### config.mk
export PLATFORM = sky130hd
export DESIGN_NAME = micro_sequencer
export DESIGN_NICKNAME = d
export VERILOG_FILES = /design/src/rtl/micro_sequencer_pkg.sv /design/src/rtl/micro_sequencer_ret_stack.sv /design/src/rtl/micro_sequencer.sv
export SDC_FILE = /design/constraint.sdc
export NUM_CORES = 1
export LEC_CHECK = 0
export CAP_MARGIN = 20
export CORE_MARGIN = 2
export CORE_UTILIZATION = 41
export CTS_CLUSTER_SIZE = 12
export DETAILED_ROUTE_END_ITERATION = 16
export GPL_TIMING_DRIVEN = 0
export PLACE_DENSITY = 0.78
export SYNTH_ARGS = -nofsm -noshare
export SYNTH_HDL_FRONTEND = slang
export SYNTH_SLANG_ARGS = --single-unit
### constraint.sdc
create_clock -name clk -period 2.2 [get_ports clk]
set_input_delay 0.33 -clock clk [delete_from_list [all_inputs] [get_ports clk]]
set_output_delay 0.33 -clock clk [all_outputs]
set_load 0.05 [all_outputs]
### src/rtl/micro_sequencer_pkg.sv
`default_nettype none
//------------------------------------------------------------------------------
// Module      : micro_sequencer_pkg
// Description : Shared definitions for the microprogram sequencer: state
//               encoding, next-address select codes and address defaults.
// Revision    : 1.0 - initial release
//------------------------------------------------------------------------------
package micro_sequencer_pkg;

   // Default micro-address width and entry points
   localparam int USEQ_AW          = 5;
   localparam int USEQ_START_ADDR  = 0;
   localparam int USEQ_FETCH_ADDR  = 1;
   localparam int USEQ_STACK_DEPTH = 4;

   // Sequencer state, encoding is visible on the state output
   typedef enum logic [1:0] {
      ST_IDLE = 2'b00,
      ST_RUN  = 2'b01,
      ST_WAIT = 2'b10,
      ST_HALT = 2'b11
   } useq_state_e;

   // Next-address select field of the microinstruction
   localparam logic [1:0] SEL_NEXT = 2'b00;
   localparam logic [1:0] SEL_MAP  = 2'b01;
   localparam logic [1:0] SEL_BRZ  = 2'b10;
   localparam logic [1:0] SEL_RET  = 2'b11;

endpackage : micro_sequencer_pkg
`default_nettype wire

### src/rtl/micro_sequencer_ret_stack.sv
`default_nettype none
//------------------------------------------------------------------------------
// Module      : useq_ret_stack
// Description : LIFO of micro-return addresses. Push on full and pop on empty
//               are ignored here; the sequencer flags them. Push has priority
//               over pop. Only built when USEQ_CALL_STACK_EN is defined.
// Revision    : 1.0 - initial release
//------------------------------------------------------------------------------
module useq_ret_stack #(
   parameter int AW    = 5,
   parameter int DEPTH = 4
) (
   input  logic          clk,
   input  logic          rst,
   input  logic          push,
   input  logic          pop,
   input  logic [AW-1:0] push_data,
   output logic [AW-1:0] top,
   output logic          full,
   output logic          empty
);

   localparam int PW = $clog2(DEPTH + 1);
   localparam int IW = (DEPTH > 1) ? $clog2(DEPTH) : 1;

   logic [AW-1:0] r_mem [DEPTH];
   logic [PW-1:0] r_ptr;
   logic [IW-1:0] w_wr_idx;
   logic [IW-1:0] w_rd_idx;

   assign full     = (r_ptr == PW'(DEPTH));
   assign empty    = (r_ptr == '0);
   // Pointer counts occupied entries: write slot is ptr, top of stack is ptr-1
   assign w_wr_idx = IW'(r_ptr);
   assign w_rd_idx = IW'(r_ptr - PW'(1));
   assign top      = r_mem[w_rd_idx];

   // Occupancy pointer: push wins over pop, overflow/underflow leave it alone
   always_ff @(posedge clk or posedge rst) begin
      if (rst) begin
         r_ptr <= '0;
      end else if (push && !full) begin
         r_ptr <= r_ptr + PW'(1);
      end else if (pop && !empty) begin
         r_ptr <= r_ptr - PW'(1);
      end
   end

   // Entry storage, written only on an accepted push
   always_ff @(posedge clk) begin
      if (push && !full) begin
         r_mem[w_wr_idx] <= push_data;
      end
   end

endmodule : useq_ret_stack
`default_nettype wire

### src/rtl/micro_sequencer.sv
`default_nettype none
//------------------------------------------------------------------------------
// Module      : micro_sequencer
// Description : Clocked microprogram sequencer. Owns the control address
//               register, selects NEXT/MAP/BRZ/RET successors and stalls on a
//               memory req/ack handshake. Define USEQ_CALL_STACK_EN to enable
//               micro-call/return through a return-address stack.
// Revision    : 1.0 - initial release
//------------------------------------------------------------------------------
module micro_sequencer
   import micro_sequencer_pkg::*;
#(
   parameter int          AW          = USEQ_AW,
   parameter logic [AW-1:0] START_ADDR = AW'(USEQ_START_ADDR),
   parameter logic [AW-1:0] FETCH_ADDR = AW'(USEQ_FETCH_ADDR),
   parameter int          STACK_DEPTH = USEQ_STACK_DEPTH
) (
   input  logic          clk,
   input  logic          rst,
   input  logic          start,
   input  logic          z_flag,
   input  logic [AW-1:0] map_addr,
   input  logic [AW-1:0] ctl_next,
   input  logic [1:0]    ctl_sel,
   input  logic          ctl_call,
   input  logic          ctl_mem,
   input  logic          ctl_halt,
   input  logic          mem_ack,
   output logic [AW-1:0] car,
   output logic          mem_req,
   output logic          busy,
   output logic [1:0]    state,
   output logic          useq_err
);

   useq_state_e   r_state;
   useq_state_e   w_state_next;
   logic [AW-1:0] r_car;
   logic [AW-1:0] w_car_next;
   logic [AW-1:0] w_car_inc;
   logic [AW-1:0] w_adv_addr;
   logic          r_mem_req;
   logic          w_mem_req_next;
   logic          r_err;
   logic          w_err_next;
   logic          w_advance;
   logic          w_adv_err;

   // Sequential successor wraps at 2^AW
   assign w_car_inc = r_car + AW'(1);

`ifdef USEQ_CALL_STACK_EN
   logic          w_push_req;
   logic          w_pop_req;
   logic          w_stk_full;
   logic          w_stk_empty;
   logic [AW-1:0] w_stk_top;

   // Stack only moves on the edge that actually advances the CAR
   useq_ret_stack #(
      .AW    (AW),
      .DEPTH (STACK_DEPTH)
   ) u_ret_stack (
      .clk       (clk),
      .rst       (rst),
      .push      (w_advance & w_push_req),
      .pop       (w_advance & w_pop_req),
      .push_data (w_car_inc),
      .top       (w_stk_top),
      .full      (w_stk_full),
      .empty     (w_stk_empty)
   );

   // Advance target: call overrides the select field; RET pops or recovers
   always_comb begin
      w_adv_addr = ctl_next;
      w_adv_err  = 1'b0;
      w_push_req = 1'b0;
      w_pop_req  = 1'b0;
      if (ctl_call) begin
         w_adv_addr = ctl_next;
         w_push_req = 1'b1;
         w_adv_err  = w_stk_full;
      end else begin
         case (ctl_sel)
            SEL_NEXT: w_adv_addr = ctl_next;
            SEL_MAP:  w_adv_addr = map_addr;
            SEL_BRZ:  w_adv_addr = z_flag ? ctl_next : w_car_inc;
            SEL_RET: begin
               if (w_stk_empty) begin
                  w_adv_addr = FETCH_ADDR;
                  w_adv_err  = 1'b1;
               end else begin
                  w_adv_addr = w_stk_top;
                  w_pop_req  = 1'b1;
               end
            end
            default:  w_adv_addr = ctl_next;
         endcase
      end
   end
`else
   // Without a stack the call bit and depth have no function
   logic unused_cfg;
   assign unused_cfg = ctl_call ^ (STACK_DEPTH > 0);

   // Advance target: RET degrades to NEXT, errors cannot occur
   always_comb begin
      w_adv_addr = ctl_next;
      w_adv_err  = 1'b0;
      case (ctl_sel)
         SEL_NEXT: w_adv_addr = ctl_next;
         SEL_MAP:  w_adv_addr = map_addr;
         SEL_BRZ:  w_adv_addr = z_flag ? ctl_next : w_car_inc;
         SEL_RET:  w_adv_addr = ctl_next;
         default:  w_adv_addr = ctl_next;
      endcase
   end
`endif

   // Next-state and next-output decode; halt beats memory beats advance
   always_comb begin
      w_state_next   = r_state;
      w_car_next     = r_car;
      w_mem_req_next = r_mem_req;
      w_err_next     = r_err;
      w_advance      = 1'b0;
      case (r_state)
         ST_IDLE: begin
            if (start) begin
               w_car_next   = FETCH_ADDR;
               w_state_next = ST_RUN;
            end
         end
         ST_RUN: begin
            if (ctl_halt) begin
               w_state_next = ST_HALT;
            end else if (ctl_mem) begin
               w_mem_req_next = 1'b1;
               w_state_next   = ST_WAIT;
            end else begin
               w_advance = 1'b1;
            end
         end
         ST_WAIT: begin
            if (mem_ack) begin
               w_mem_req_next = 1'b0;
               w_advance      = 1'b1;
               w_state_next   = ST_RUN;
            end
         end
         ST_HALT: begin
            if (start) begin
               w_car_next   = FETCH_ADDR;
               w_err_next   = 1'b0;
               w_state_next = ST_RUN;
            end
         end
         default: w_state_next = ST_IDLE;
      endcase
      if (w_advance) begin
         w_car_next = w_adv_addr;
         if (w_adv_err) begin
            w_err_next = 1'b1;
         end
      end
   end

   // State and output registers, async reset drops any pending request
   always_ff @(posedge clk or posedge rst) begin
      if (rst) begin
         r_state   <= ST_IDLE;
         r_car     <= START_ADDR;
         r_mem_req <= 1'b0;
         r_err     <= 1'b0;
      end else begin
         r_state   <= w_state_next;
         r_car     <= w_car_next;
         r_mem_req <= w_mem_req_next;
         r_err     <= w_err_next;
      end
   end

   assign car      = r_car;
   assign mem_req  = r_mem_req;
   assign state    = r_state;
   assign busy     = (r_state == ST_RUN) || (r_state == ST_WAIT);
   assign useq_err = r_err;

endmodule : micro_sequencer
`default_nettype wire

======== Word level (Yosys, flattened, before mapping) ========
Index checks and enable logic that the tools add are counted.
operators by class
  add/sub/neg operators ................... 1
  equal/unequal tests ..................... 11
  multiplexer cells ....................... 18
  reductions and logical operators ........ 11
operators with widths
  kind                                            count
  2-to-1 mux 5 bit                                4
  case mux 5 bit (3 select lines)                 1
  == test 2 bit (second input constant)           4
  2-to-1 mux 2 bit                                4
  2-to-1 mux 1 bit                                6
  != test 2 bit (second input constant)           3
  case mux 2 bit (3 select lines)                 1
  nonzero test 2 bit                              3
  adder 5 x 1 -> 5 bit (second input constant)    1
  == test 2 x 1 -> 1 bit (second input constant)  2
  zero test 2 bit                                 2
  case mux 1 bit (2 select lines)                 2
  AND reduction 4 bit                             1
  OR reduction 2 bit                              2
  != test 3 bit (second input constant)           1
  AND reduction 3 bit                             1
  != test 2 x 1 -> 1 bit (second input constant)  1
  AND reduction 2 bit                             1
  logical OR 1 bit                                1
storage, ports and cells
  register bits after elaboration ......... 8
  output and inout bits ................... 10
  logic and storage cells ................. 44

======== Longest topological paths before layout ========
  word-level depth ........................ 5
  gate-level depth with buffers ........... 7
  gate-level depth less buffers ........... 6

======== Least setup slack after synthesis ========
OpenSTA, ideal clock, no wires.
  kind .................................... flip-flop to flip-flop
  from .................................... register r_state[0], in the netlist state[0]
  to ...................................... register r_car[0], in the netlist car[0]
  library setup time ...................... 0.127 ns
  data arrival time ....................... 1.815 ns
  required time ........................... 2.073 ns
  setup slack ............................. 0.258 ns
  cell stages (with the launch flop) ...... 7
  buffers on the path ..................... 0
  period minus slack after synthesis ...... 1.942 ns
  cells stage by stage .................... dfrtp_1 > inv_1 > ha_1 > a21o_1 > o21ai_0 > nor2b_1 > a21oi_1
between the ends
  word-level cells in the longest chain between the ends .. 4
  elaborated cells between the ends (all ways) .. 10
  classes of those cells .................. 3 x eq/ne; 2 x mux; 5 x reduce/logical
RTL lines
  what                                                                          line                    text
  start, declared                                                               micro_sequencer.sv:36   useq_state_e r_state;
  start signal, assigned                                                        micro_sequencer.sv:177  r_state <= w_state_next;
  == test 2 bit (tied with other cells)                                         micro_sequencer.sv:128  case (r_state)
  case mux 1 bit (2 select lines) / OR reduction 2 bit (equally long branches)  n/a
  nonzero test 2 bit (no line)                                                  n/a
  AND reduction 2 bit (no line)                                                 n/a
  end signal, assigned                                                          micro_sequencer.sv:178  r_car <= w_car_next;
  end, declared                                                                 micro_sequencer.sv:38   logic [AW-1:0] r_car;
Parallel ways exist; a longest one is shown, timed or not.
A chain may end at the register's enable or synchronous reset.

======== Worst setup path after layout ========
  from .................................... register r_state[0], in the netlist state[0]
  to ...................................... output port busy
between the ends
  word-level cells in the longest chain between the ends .. 2
  elaborated cells between the ends (all ways) .. 3
  classes of those cells .................. 2 x eq/ne; 1 x reduce/logical
RTL lines
  what                                                            line                    text
  == test 2 x 1 -> 1 bit / == test 2 bit (equally long branches)  micro_sequencer.sv:187  assign busy = (r_state == ST_RUN) || (r_state == ST_WAIT);
  logical OR 1 bit (*)                                            micro_sequencer.sv:187
  end, declared                                                   micro_sequencer.sv:31   output logic busy,
Every way passes the cells marked *; elsewhere a longest branch is shown, timed or not.

==> run summary <==
outcome: finished, final reports clean
Ports: 30
Clock Root Buffer: sky130_fd_sc_hd__clkbuf_4
GRT Total Usage: 0.1721
WL final: 1402 µm
kind of path behind the tightest hold check: in -> async
top library cells by usage in the layout, fill and taps aside: 25 x sky130_fd_sc_hd__clkdlybuf4s50_1, 9 x sky130_fd_sc_hd__inv_1, 8 x sky130_fd_sc_hd__o21ai_0, 8 x sky130_fd_sc_hd__dfrtp_1, 7 x sky130_fd_sc_hd__nand2_1
# diodes: 0
Worst VDD drop: 0.8298 mV
area delta synth->final: 43.98%
Max Buffers Root-to-Sink: 2
global-route wire length before repair: 2470 µm
number of buffers inserted during clock tree synthesis: 3
Post-Layout Inst Area: 987.2 µm²
post-cts resize count: 1
net total in the final layout: 135
Initial Utilization: 0.4448
antenna viol nets, final: 0
layout cells sized above 1: 0.1028
Crit. End Element: primary output
Max stage delay on crit path: 0.52 ns
flop and latch count out of synthesis: 8
Max Clock Skew: 0.0005878 ns
arrival time at the worst endpoint: 1.66 ns
final weighted congestion in routability-driven placement: 0.8249
CP most frequent cell: sky130_fd_sc_hd__inv_1
routed length per instance: 11.40 µm
number of max-slew violations in the final report: 0
required time at the endpoint of the critical path: 1.87 ns
post-synthesis instance area: 685.7 µm²
power density normalized to cell area: 1243 nW/µm²
setup slack, reg-to-reg: 0.39 ns
overflow left after global routing: 0
portion of total power attributed to combinational logic: 0.685
clock tree from TritonCTS: built
Min Hold Slack: 0.3225 ns
DRC violation total after the first TritonRoute iteration: 11
Final Cycle Share: 0.9058
chip width: 44.90 µm
maximum fanout count along the critical path: 4
maximum clock rate: 501.8 MHz
sequential cell area fraction in the yosys report: 0.2920
switching pwr: 0.6219 mW
most common cell after layout, fill and taps aside: sky130_fd_sc_hd__clkdlybuf4s50_1
start-to-end type of the worst setup path: reg -> out
Die Outline Area: 2016 µm²
die boundary height: 44.90 µm
critical path cell sequence: inv_1 > ha_1 > inv_1 > dlygate4sd2_1
Hold-fix buffers, CTS: 0
DR vias/cell: 5.000
Overall Power: 1.227 mW
source-to-sink clock delay at the later pin of the worst-skew pair: 0.25 ns
Final Hold Fails: 0
clock-pin slew on the worst setup and hold paths: 0.05 ns
transition time at the pin with the least slew margin: 0.5607 ns
number of different library cells in the post-synthesis netlist: 31
# port buffers: 26
Cells after DPL: 120
Avg Synthesized Cell Area: 8.790 µm²
number of clock sinks: 8
Total Neg Setup Slack: 0 ns
slowest stage cell on the critical path: sky130_fd_sc_hd__dlygate4sd2_1
antenna violations before repair: 0
pin count of the biggest net entering global routing: 9
synthesized netlist cell count: 78
Net Count, Synth: 104
cell internal pwr: 0.6047 mW
unrepaired setup endpoints after global routing: no
number of placement rows: 14
placement-stage cell area: 965.9 µm²
DPL Wire Length: 1180 µm
drt drc: 0
part of the power in registers: 0.228
vias after detailed routing: 615
Max Cap Viol: 0
post-route non-filler standard cell count: 123
synth warn: 0
via count of the first global-routing pass: 576
final period demand of the worst path: 1.993 ns
Setup Viol. Count Final: 0
count of H-tree levels built during CTS: 1
Slew headroom: 0.6223
switching fraction of total power: 0.5070
startpoint types: flip-flop
Lkg Pwr: 0.4362 nW
Floorplan Core Area: 1541 µm²
number of detailed-route iterations in the first pass: 4
clock share of power: 0.087
setup bufs post-CTS: 0
-- power by group through the flow --
stage	clock network (mW)	registers [mW]	logic, mW
after floorplan	0	0.494	0.381
after global placement	0	0.282	0.842
after detailed placement	0	0.284	0.856
after CTS	0.112	0.282	0.849
after global routing	0.118	0.292	0.913
final	0.107	0.279	0.840
-- per-layer routing --
| metal | track usage | up-vias | share of wire |
|---|---|---|---|
| met4 | 0.01765 | 0 | 0 |
| li1 | - | 330 | - |
| met3 | 0.07200 | 0 | 0.055 |
| met1 | 0.2267 | 270 | 0.49 |
| met5 | 0 | - | 0 |
| met2 | 0.2754 | 15 | 0.46 |
-- path summary, 6_finish.rpt --
path,to,depth (start not counted),start
setup reg to reg,car[0],6,state[0]
min in group clk,car[4],3,z_flag
max in group asynchronous,state[0],2,rst
hold reg to reg,mem_req,1,mem_req
setup / recovery,busy,4,state[0]
hold / removal,mem_req,2,rst
-- final cells by class --
cell class | count | area [µm²]
fillers | 134 | 554.3
well taps | 16 | 20.02
clock buffers | 3 | 22.52
inverters | 9 | 33.78
flip-flops and latches | 8 | 200.2
plain buffers | 3 | 23.77
repair buffers | 26 | 259.0
multi-input cells | 58 | 427.9
-- sequential cells by signal (all words and copies together) (netlist names) --
name,cells
car,5
mem_req,1
state,2
-- critical path, delay by kind of cell, from the launching register on --
kind	cells	cell delay [ns]
adder cells (fa/ha/maj)	1	0.37
buffers and inverters	3	0.66
flip-flops	1	0.38
-- cell families after synthesis --
group | after synthesis | share of synthesized area
XOR/XNOR | 3 | 0.03833
AO/OA/AOI/OAI | 25 | 0.2555
other | 1 | 0.005469
AND/OR/NAND/NOR | 19 | 0.1478
multiplexers | 4 | 0.06751
buffers and inverters | 12 | 0.08393
flip-flops | 8 | 0.2920
adder cells (fa/ha/maj) | 6 | 0.1095
-- cell usage after synthesis, drive strengths merged --
| library cell | number | share of area |
|---|---|---|
| mux2 | 2 | 0.038 |
| a22oi | 1 | 0.011 |
| nand2 | 7 | 0.038 |
| ha | 6 | 0.11 |
| conb | 1 | 0.0055 |
| buf | 2 | 0.027 |
| o2bb2ai | 1 | 0.013 |
| o21ai | 11 | 0.080 |
| xnor2 | 3 | 0.038 |
| and2 | 1 | 0.0091 |
| dfrtp | 8 | 0.29 |
| a21o | 2 | 0.022 |
| clkbuf | 1 | 0.0073 |
| a221oi | 3 | 0.047 |
| and2b | 1 | 0.011 |
| nand3 | 2 | 0.015 |
| a21oi | 4 | 0.046 |
| nor2 | 2 | 0.011 |
| inv | 9 | 0.049 |
| nand2b | 2 | 0.018 |
| or3b | 1 | 0.016 |
| nor2b | 2 | 0.018 |
| mux2i | 2 | 0.029 |
| a22o | 2 | 0.026 |
| o211ai | 1 | 0.011 |
| nor3b | 1 | 0.011 |
-- stage by stage --
| stage | worst slack, ns | utilization |
|---|---|---|
| 2_1_floorplan | 0.2579 | - |
| 3_3_place_gp | 0.1943 | 0.6266 |
| 3_5_place_dp | 0.1931 | 0.6266 |
| 4_1_cts | 0.1930 | 0.6404 |
| 5_1_grt | 0.1062 | 0.6404 |
| 6_report | 0.2073 | 0.6404 |
(Power assumes the default switching activity.)
